File: config.mk
export PLATFORM = sky130hd
export DESIGN_NAME = can_rx_bit_ctrl_flat
export DESIGN_NICKNAME = d
export VERILOG_FILES = /design/src/rtl/can_rx_bit_ctrl_if.sv /design/src/rtl/can_rx_bit_ctrl.sv /design/src/flat_wrapper.sv
export SDC_FILE = /design/constraint.sdc
export NUM_CORES = 1
export LEC_CHECK = 0
export ABC_AREA = 1
export BUFFER_PORTS_ARGS = -buffer_cell sky130_fd_sc_hd__buf_2
export CORE_AREA = 5 5 107 84
export CTS_BUF_LIST = sky130_fd_sc_hd__clkbuf_8
export DETAILED_ROUTE_END_ITERATION = 7
export DIE_AREA = 0 0 112 89
export GPL_ROUTABILITY_DRIVEN = 0
export MAX_ROUTING_LAYER = met4
export PLACE_DENSITY = 0.45
export SYNTH_ARGS = -nofsm -noshare
export SYNTH_HDL_FRONTEND = slang
export SYNTH_SLANG_ARGS = --single-unit
export TNS_END_PERCENT = 20
File: constraint.sdc
create_clock -name clk -period 2.7 [get_ports clk]
set_clock_uncertainty 0.15 [all_clocks]
set_input_delay 0.405 -clock clk [delete_from_list [all_inputs] [get_ports clk]]
set_output_delay 0.405 -clock clk [all_outputs]
set_load 0.02 [all_outputs]
File: src/rtl/can_rx_bit_ctrl_if.sv
// rtl/can_rx_bit_ctrl_if.sv - bus line and parser handshake between the CAN RX bit controller and the frame parser
interface can_rx_bit_ctrl_if;
    logic       can_rx;
    logic       stuff_en;
    logic       frame_done;
    logic       sample_valid;
    logic       sample_bit;
    logic       stuff_drop;
    logic       stuff_err;
    logic       bus_idle;
    logic       frame_active;
    logic [7:0] bit_cnt;

    // Parser / line side: drives the raw bus and parser feedback, consumes destuffed bits
    modport master (
        output can_rx,
        output stuff_en,
        output frame_done,
        input  sample_valid,
        input  sample_bit,
        input  stuff_drop,
        input  stuff_err,
        input  bus_idle,
        input  frame_active,
        input  bit_cnt
    );

    // Bit controller side
    modport slave (
        input  can_rx,
        input  stuff_en,
        input  frame_done,
        output sample_valid,
        output sample_bit,
        output stuff_drop,
        output stuff_err,
        output bus_idle,
        output frame_active,
        output bit_cnt
    );
endinterface

File: src/rtl/can_rx_bit_ctrl.sv
// rtl/can_rx_bit_ctrl.sv - CAN RX bit timing, bus integration, resync and destuffing controller
module can_rx_bit_ctrl #(
    parameter int CLK_FREQ_MHZ   = 100,
    parameter int BIT_RATE_KBITS = 1000,
    parameter int SAMPLE_PCT     = 75,
    parameter int SJW            = 20
) (
    input  logic             clk,
    input  logic             rst_n,
    can_rx_bit_ctrl_if.slave bus
);
    localparam int PERIOD = CLK_FREQ_MHZ * 1000 / BIT_RATE_KBITS;
    localparam int SP     = PERIOD * SAMPLE_PCT / 100;
    localparam int CW     = $clog2(PERIOD);

    typedef logic [CW-1:0] cnt_t;

    localparam cnt_t SP_C      = cnt_t'(SP);
    localparam cnt_t PERIOD_M1 = cnt_t'(PERIOD - 1);
    localparam cnt_t SJW_C     = cnt_t'(SJW);
    localparam cnt_t LATE_LIM  = cnt_t'(PERIOD - SJW);
    localparam cnt_t ONE_C     = cnt_t'(1);
    localparam logic [3:0] REC_LAST = 4'd10;

    typedef enum logic [1:0] {
        S_INTEG  = 2'd0,
        S_IDLE   = 2'd1,
        S_ACTIVE = 2'd2
    } state_t;

    state_t     state, state_n;
    logic       ff1, ff2, ff3;
    cnt_t       cnt, cnt_n;
    logic       resynced;
    logic       resync;
    logic [3:0] rec_cnt, rec_n;
    logic [2:0] same_cnt, same_n;
    logic       last_bit, last_n;
    logic       sof_pend, sof_n;
    logic [7:0] bit_cnt_q, bcnt_n;
    logic [7:0] bcnt_inc;
    logic       valid_q, valid_n;
    logic       sbit_q, sbit_n;
    logic       drop_q, drop_n;
    logic       err_q, err_n;

    logic fall;
    logic rx_s;
    logic sample_evt;

    assign fall       = ff3 & ~ff2;
    assign rx_s       = ff2;
    assign sample_evt = (cnt == SP_C);
    assign bcnt_inc   = (bit_cnt_q == 8'hFF) ? bit_cnt_q : bit_cnt_q + 8'd1;

    assign bus.sample_valid = valid_q;
    assign bus.sample_bit   = sbit_q;
    assign bus.stuff_drop   = drop_q;
    assign bus.stuff_err    = err_q;
    assign bus.bit_cnt      = bit_cnt_q;
    assign bus.bus_idle     = (state == S_IDLE);
    assign bus.frame_active = (state == S_ACTIVE);

    // Two-stage synchronizer plus history flop for falling-edge detection; idles recessive
    always_ff @(posedge clk or negedge rst_n) begin
        if (!rst_n) begin
            ff1 <= 1'b1;
            ff2 <= 1'b1;
            ff3 <= 1'b1;
        end else begin
            ff1 <= bus.can_rx;
            ff2 <= ff1;
            ff3 <= ff2;
        end
    end

    // Bit-phase counter: free-running, hard sync from IDLE, one bounded phase correction per bit
    always_comb begin
        cnt_n  = (cnt == PERIOD_M1) ? '0 : cnt + ONE_C;
        resync = 1'b0;
        if (state == S_IDLE && fall) begin
            cnt_n = '0;
        end else if (state == S_ACTIVE && fall && cnt != '0 && !resynced) begin
            resync = 1'b1;
            if (cnt <= SP_C) begin
                // Edge arrived late: stretch this bit by up to SJW clocks
                if (cnt <= SJW_C) begin
                    cnt_n = '0;
                end else begin
                    cnt_n = cnt + ONE_C - SJW_C;
                end
            end else begin
                // Edge arrived early for the next bit: shorten by up to SJW clocks
                if (cnt >= LATE_LIM) begin
                    cnt_n = '0;
                end else begin
                    cnt_n = cnt + SJW_C;
                end
            end
        end
    end

    // Phase counter and the once-per-bit resync lockout, rearmed at each sample point
    always_ff @(posedge clk or negedge rst_n) begin
        if (!rst_n) begin
            cnt      <= '0;
            resynced <= 1'b0;
        end else begin
            cnt <= cnt_n;
            if (resync) begin
                resynced <= 1'b1;
            end else if (sample_evt || state != S_ACTIVE) begin
                resynced <= 1'b0;
            end
        end
    end

    // Sequencing: integration, idle wait, and per-sample emit/destuff decisions
    always_comb begin
        state_n = state;
        rec_n   = rec_cnt;
        same_n  = same_cnt;
        last_n  = last_bit;
        sof_n   = sof_pend;
        bcnt_n  = bit_cnt_q;
        valid_n = 1'b0;
        sbit_n  = sbit_q;
        drop_n  = 1'b0;
        err_n   = 1'b0;
        case (state)
            S_INTEG: begin
                if (sample_evt) begin
                    if (rx_s) begin
                        if (rec_cnt == REC_LAST) begin
                            state_n = S_IDLE;
                            rec_n   = '0;
                        end else begin
                            rec_n = rec_cnt + 4'd1;
                        end
                    end else begin
                        rec_n = '0;
                    end
                end
            end
            S_IDLE: begin
                if (fall) begin
                    state_n = S_ACTIVE;
                    sof_n   = 1'b1;
                end
            end
            S_ACTIVE: begin
                if (sample_evt) begin
                    if (sof_pend) begin
                        sof_n = 1'b0;
                        if (rx_s) begin
                            // Recessive at the SOF sample point: the edge was a glitch
                            state_n = S_IDLE;
                        end else begin
                            valid_n = 1'b1;
                            sbit_n  = 1'b0;
                            bcnt_n  = bcnt_inc;
                            same_n  = 3'd1;
                            last_n  = 1'b0;
                        end
                    end else if (bus.stuff_en && same_cnt == 3'd5) begin
                        if (rx_s != last_bit) begin
                            drop_n = 1'b1;
                            same_n = 3'd1;
                            last_n = rx_s;
                        end else begin
                            err_n   = 1'b1;
                            state_n = S_INTEG;
                        end
                    end else begin
                        valid_n = 1'b1;
                        sbit_n  = rx_s;
                        bcnt_n  = bcnt_inc;
                        last_n  = rx_s;
                        if (rx_s != last_bit) begin
                            same_n = 3'd1;
                        end else if (same_cnt != 3'd7) begin
                            same_n = same_cnt + 3'd1;
                        end
                    end
                end
                if (bus.frame_done) begin
                    state_n = S_INTEG;
                end
            end
            default: state_n = S_INTEG;
        endcase
        if (state_n == S_INTEG && state != S_INTEG) begin
            rec_n = '0;
        end
        if (state_n == S_IDLE) begin
            bcnt_n = '0;
            same_n = '0;
            sof_n  = 1'b0;
        end
    end

    // State register plus registered outputs and per-frame bookkeeping
    always_ff @(posedge clk or negedge rst_n) begin
        if (!rst_n) begin
            state     <= S_INTEG;
            rec_cnt   <= '0;
            same_cnt  <= '0;
            last_bit  <= 1'b1;
            sof_pend  <= 1'b0;
            bit_cnt_q <= '0;
            valid_q   <= 1'b0;
            sbit_q    <= 1'b1;
            drop_q    <= 1'b0;
            err_q     <= 1'b0;
        end else begin
            state     <= state_n;
            rec_cnt   <= rec_n;
            same_cnt  <= same_n;
            last_bit  <= last_n;
            sof_pend  <= sof_n;
            bit_cnt_q <= bcnt_n;
            valid_q   <= valid_n;
            sbit_q    <= sbit_n;
            drop_q    <= drop_n;
            err_q     <= err_n;
        end
    end
endmodule
File: src/flat_wrapper.sv
// flat-port wrapper written by rule: the top's interface ports become plain ports
module can_rx_bit_ctrl_flat 
#(
    parameter int CLK_FREQ_MHZ   = 100,
    parameter int BIT_RATE_KBITS = 1000,
    parameter int SAMPLE_PCT     = 75,
    parameter int SJW            = 20
)
  (clk, rst_n, bus_can_rx, bus_stuff_en, bus_frame_done, bus_sample_valid, bus_sample_bit, bus_stuff_drop, bus_stuff_err, bus_bus_idle, bus_frame_active, bus_bit_cnt);
  can_rx_bit_ctrl_if bus_i ();
  input  logic clk;
  input  logic rst_n;
  input wire logic [$bits(bus_i.can_rx)-1:0] bus_can_rx;
  input wire logic [$bits(bus_i.stuff_en)-1:0] bus_stuff_en;
  input wire logic [$bits(bus_i.frame_done)-1:0] bus_frame_done;
  output wire logic [$bits(bus_i.sample_valid)-1:0] bus_sample_valid;
  output wire logic [$bits(bus_i.sample_bit)-1:0] bus_sample_bit;
  output wire logic [$bits(bus_i.stuff_drop)-1:0] bus_stuff_drop;
  output wire logic [$bits(bus_i.stuff_err)-1:0] bus_stuff_err;
  output wire logic [$bits(bus_i.bus_idle)-1:0] bus_bus_idle;
  output wire logic [$bits(bus_i.frame_active)-1:0] bus_frame_active;
  output wire logic [$bits(bus_i.bit_cnt)-1:0] bus_bit_cnt;
  assign bus_i.can_rx = bus_can_rx;
  assign bus_i.stuff_en = bus_stuff_en;
  assign bus_i.frame_done = bus_frame_done;
  assign bus_sample_valid = bus_i.sample_valid;
  assign bus_sample_bit = bus_i.sample_bit;
  assign bus_stuff_drop = bus_i.stuff_drop;
  assign bus_stuff_err = bus_i.stuff_err;
  assign bus_bus_idle = bus_i.bus_idle;
  assign bus_frame_active = bus_i.frame_active;
  assign bus_bit_cnt = bus_i.bit_cnt;
  can_rx_bit_ctrl #(.CLK_FREQ_MHZ(CLK_FREQ_MHZ), .BIT_RATE_KBITS(BIT_RATE_KBITS), .SAMPLE_PCT(SAMPLE_PCT), .SJW(SJW)) u_core (.clk(clk), .rst_n(rst_n), .bus(bus_i));
endmodule
# Yosys cells after proc, flatten, opt, wreduce, memory -nomap -nowiden

Index checks and enable logic that the tools add are counted.

Register bits: 34
Logic and storage cells: 137
Output and inout port bits: 14
Input port bits: 5

$add $sub $neg: 6
Reduce and logical (&&, ||, !) cells: 25
Multiplexer cells: 67
Bitwise gates (word level): 2
Equal/unequal tests: 19
Magnitude comparators: 3

Operators with widths:

| kind                | count |
|---|---|
| $mux 8              | 7 |
| $mux 7              | 6 |
| $mux 1              | 28 |
| $mux 3              | 9 |
| $mux 2              | 10 |
| $mux 4              | 5 |
| $eq 7x7->1 const B  | 2 |
| $reduce_and 4->1    | 3 |
| $reduce_bool 2->1   | 6 |
| $add 8x1->8 const B | 1 |
| $eq 8x8->1 const B  | 1 |
| $add 7x1->7 const B | 1 |
| $add 7x5->7 const B | 1 |
| $ge 7x7->1 const B  | 1 |
| $le 7x5->1 const B  | 1 |
| $le 7x7->1 const B  | 1 |
| $reduce_bool 7->1   | 1 |
| $sub 7x5->7 const B | 1 |
| $logic_and 1x1->1   | 6 |
| $ne 3x1->1 const B  | 2 |
| $ne 3x2->1 const B  | 2 |
| $ne 3x3->1 const B  | 2 |
| $pmux 2 s3          | 1 |
| $reduce_and 5->1    | 1 |
| 20 further kinds    | 23 |

# Logic depth before layout (Yosys ltp)

Depth after elaboration: 11
Gate-level depth with buffers: 13
Gate-level depth less buffers: 13

# Least setup slack after synthesis

Ideal clock, no wire load.

Path kind: register to register
From: reg u_core.cnt[2]
To: reg u_core.cnt[6]
Arrival: 1.699 ns
Buffers on the path: 0
Stages on the path, launching flop included: 11
Required time: 2.429 ns
Clock period less this slack: 1.969 ns
Setup slack: 0.731 ns
Setup time: 0.121 ns
Cell sequence: dfrtp_1 > inv_1 > nor2_1 > xor2_1 > inv_1 > ha_1 > or2_2 > nand2_1 > nand2_1 > nand3_1 > a21oi_1

Cells in the longest elaborated chain, start to end: 6
Elaborated cells on any way between the ends: 16
Those cells by class: add/sub (3); order compare (3); eq/ne (1); mux (6); reduce/logical (3)

Ends and longest elaborated chain:

| what                   | line                                         | text |
|---|---|---|
| start, declared        | can_rx_bit_ctrl.sv:33                        | `cnt_t cnt, cnt_n;` |
| start signal, assigned | can_rx_bit_ctrl.sv:109                       | `cnt <= cnt_n;` |
| $add 7x1->7            | can_rx_bit_ctrl.sv:79, can_rx_bit_ctrl.sv:90 |  |
| $sub 7x5->7            | can_rx_bit_ctrl.sv:90                        | `cnt_n = cnt + ONE_C - SJW_C;` |
| $mux 7                 | can_rx_bit_ctrl.sv:87                        | `if (cnt <= SJW_C) begin` |
| $mux 7                 | can_rx_bit_ctrl.sv:85                        | `if (cnt <= SP_C) begin` |
| $mux 7 (*)             | can_rx_bit_ctrl.sv:83                        | `end else if (state == S_ACTIVE && fall && cnt != '0 && !resynced) begin` |
| $mux 7 (*)             | can_rx_bit_ctrl.sv:81                        | `if (state == S_IDLE && fall) begin` |
| via u_core.cnt_n[6]    | can_rx_bit_ctrl.sv:33                        |  |

Mark *: on every way through the listed nets, which the timed path passes. The rest lies on a longest branch.
A chain may end at the register's enable or synchronous reset.

# Worst setup path in the final report

Same ends and word-level chain as after synthesis.

==> flow_summary.toml <==
[setup_path]
end_kind = "register"
startpoint_type = "register"
critical_path_class = "reg2reg"
worst_path_max_delay_cell = "dfrtp_1"
path_cells = "inv_1 > nor2_1 > xor2_1 > inv_1 > ha_1 > or2_2 > nand3_1 > nand3_1 > a21oi_1"
critPathRequiredTime_ps = 2760
critPathMaxStageDelay_ps = 450
worstPathArrival_ps = 2280
critPathMaxFanout = 6
r2r_slack_ps = 490

[global_route]
antenna_found_initial = 0
grt_pass1_wl_um = 8590
grt_overflow = 0
first_global_vias = 1749
grt_max_degree = 35
track_usage_pct = 11.1

[pwr]
switchingPower_w = 0.000210
vdd_drop_max_mv = 0.163
clockPowerShare_pct = 42.4
p_per_area_mw_per_mm2 = 365
total_power_w = 0.000929
power_frac_seq_pct = 55.5
p_leak_nw = 1.33
p_sw_share_pct = 22.6
internal-power_w = 0.000719
power_frac_comb_pct = 2.1

[sta]
finalHoldViolations = 0
period_needed_ps = 2210
setup_viol = 0
setup_ws_ps = 485
fmax_mhz = 452
finalSetupTns_ps = 0
grt_setup_unrepaired = "false"
worst_pin_slew_ps = 804
maxSlewViolCount = 0
maxSlewHeadroom_pct = 46.4
fin_crit_sh_pct = 82.0

[run]
drv_cap = 0

[yosys]
yosysUniqueCellTypes = 30
synth-async-reset-ratio_pct = 100
synth_edf_count = 0
ys_seq_elements = 34
yosysSeqAreaShare_pct = 38.0
syn_area_per_cell_um2 = 7.66
ys.flop_type = "dfrtp_1"
synth_nets = 312
netlist_instances = 294
syn-cell-area_mm2 = 0.00225
yosysWarnings = 0

[placed_design]
port_buffers = 18
place_ws_ps = 489
place_hpwl_um = 3770

[floorplanning]
rows = 28
die_area_mm2 = 0.00997
die_h_um = 89
io_pins = 19
initial_utilization_pct = 29.1
coreArea_mm2 = 0.00774
die_x_um = 112

[clocking]
numCtsBuffers = 5
cts_resized = 0
cts_tree = "built"
hold_buffers = 0
clk_pin_slew_worst_paths_ps = 70
numClockSinks = 34
max-clock-path-buffers = 2
post_cts_buffers = 0
cts.htree.levels = 2
clock_latency_ps = 290
cts-root-buf = "clkbuf_8"

[drt]
wl_per_cell_um = 11.6
num_vias = 1839
postRouteAntennaNets = 0
vias_per_cell = 4.35
drc = 0
firstDrtPassIters = 4
drt-total-wl_um = 4920
drt-initial-drc-count = 82

[cells_and_area]
n_antenna_cell = 0
fillCellCount = 820
syn_to_final_growth_pct = 12.9
post-route-util_pct = 32.9
nets = 335
drive_gt1_share_pct = 21.1

[hold_path]
hp-class = "in2async"

[outcome]
status = "finished clean"
-- stage by stage --
| stage | hold slack, ps | cell area (µm²) | instances |
|---|---|---|---|
| floorplan | -40.6 | 2250 | 294 |
| global placement | 199 | 2450 | 415 |
| detailed placement | 206 | 2450 | 415 |
| CTS | 50.0 | 2540 | 423 |
| global route | 39.7 | 2540 | 423 |
| finish | 55.8 | 2540 | 423 |
-- power groups by stage --
stage	logic [W]	clock network (W)	registers [W]
after CTS	0.0000206	0.000417	0.000516
after floorplan	0.00000502	0	0.000525
final	0.0000193	0.000394	0.000516
after global placement	0.0000206	0	0.000526
after global routing	0.0000232	0.000439	0.000516
after detailed placement	0.0000205	0	0.000526
-- cell families after synthesis --
group | Yosys count | share of synthesized area, %
fa+ha+maj | 13 | 7.22
simple gates | 163 | 35.0
xor+xnor | 9 | 3.50
compound gates | 28 | 7.77
buf+inv | 47 | 8.50
flops | 34 | 38.0
-- cells in the mapped netlist, types with 3 or more instances --
library cell	n	area [µm²]
a21oi_1	12	60.1
dfrtp_1	29	726
dfstp_2	5	131
ha_1	13	163
inv_1	37	139
inv_2	7	26.3
nand2_1	76	285
nand2_2	5	31.3
nand2_4	3	33.8
nand3_1	27	135
nand3_2	3	30.0
nand4_1	6	37.5
nor2_1	22	82.6
nor2_2	11	68.8
nor3_1	3	15.0
o21ai_0	9	45.0
xor2_1	7	61.3
-- layout make-up --
class	instances	area, µm²	share of cell area, %
Multi-Input combinational cell	213	1200	47.4
Sequential cell	34	857	33.7
Inverter	45	169	6.64
Tap cell	105	131	5.16
Timing Repair Buffer	18	90.1	3.54
Clock buffer	6	82.6	3.25
Clock inverter	2	8.76	0.344
-- state kept, by name (all words and copies together) (netlist names) --
signal                   flops
u_core.ff1                   1
u_core.resynced              1
u_core.bus.sample_bit        1
u_core.sof_pend              1
u_core.last_bit              1
u_core.rec_cnt               4
u_core.ff3                   1
u_core.state                 2
u_core.bus.sample_valid      1
u_core.bus.stuff_err         1
u_core.bus.stuff_drop        1
u_core.cnt                   7
u_core.bus.bit_cnt           8
u_core.ff2                   1
u_core.same_cnt              3
-- layer usage --
layer  global-route usage (%)  share of wire (%)
met1                     16.1                 56
met2                     15.2                 39
met3                     3.25                4.6
met4                     2.62               0.61
met5                        -                  0
-- cell usage in the layout (no fill, tap or decap), types with 9 or more instances in the layout --
cell type / count
buf_2: 18
ha_1: 13
nor2_2: 11
nor2_1: 22
dfrtp_1: 29
inv_1: 38
a21oi_1: 12
o21ai_0: 9
nand3_1: 27
nand2_1: 76
-- path summary, 6_finish.rpt --
path                                endpoint           from  cells past startpoint
setup / recovery               u_core.cnt[6]  u_core.cnt[2]                      9
setup reg to reg               u_core.cnt[6]  u_core.cnt[2]                      9
hold reg to reg                   u_core.ff2     u_core.ff1                      0
min in group clk                  u_core.ff1     bus_can_rx                      1
hold / removal             u_core.rec_cnt[3]          rst_n                      1
max in group asynchronous    u_core.state[1]          rst_n                      1
-- critical path, delay by kind of cell, from the launching register on --
| family | cells | cell delay, ps |
|---|---|---|
| xor+xnor | 1 | 270 |
| flops | 1 | 450 |
| simple gates | 4 | 700 |
| compound gates | 1 | 140 |
| fa+ha+maj | 1 | 210 |
| buf+inv | 2 | 230 |
No activity file was read; power rests on OpenSTA's default activity.
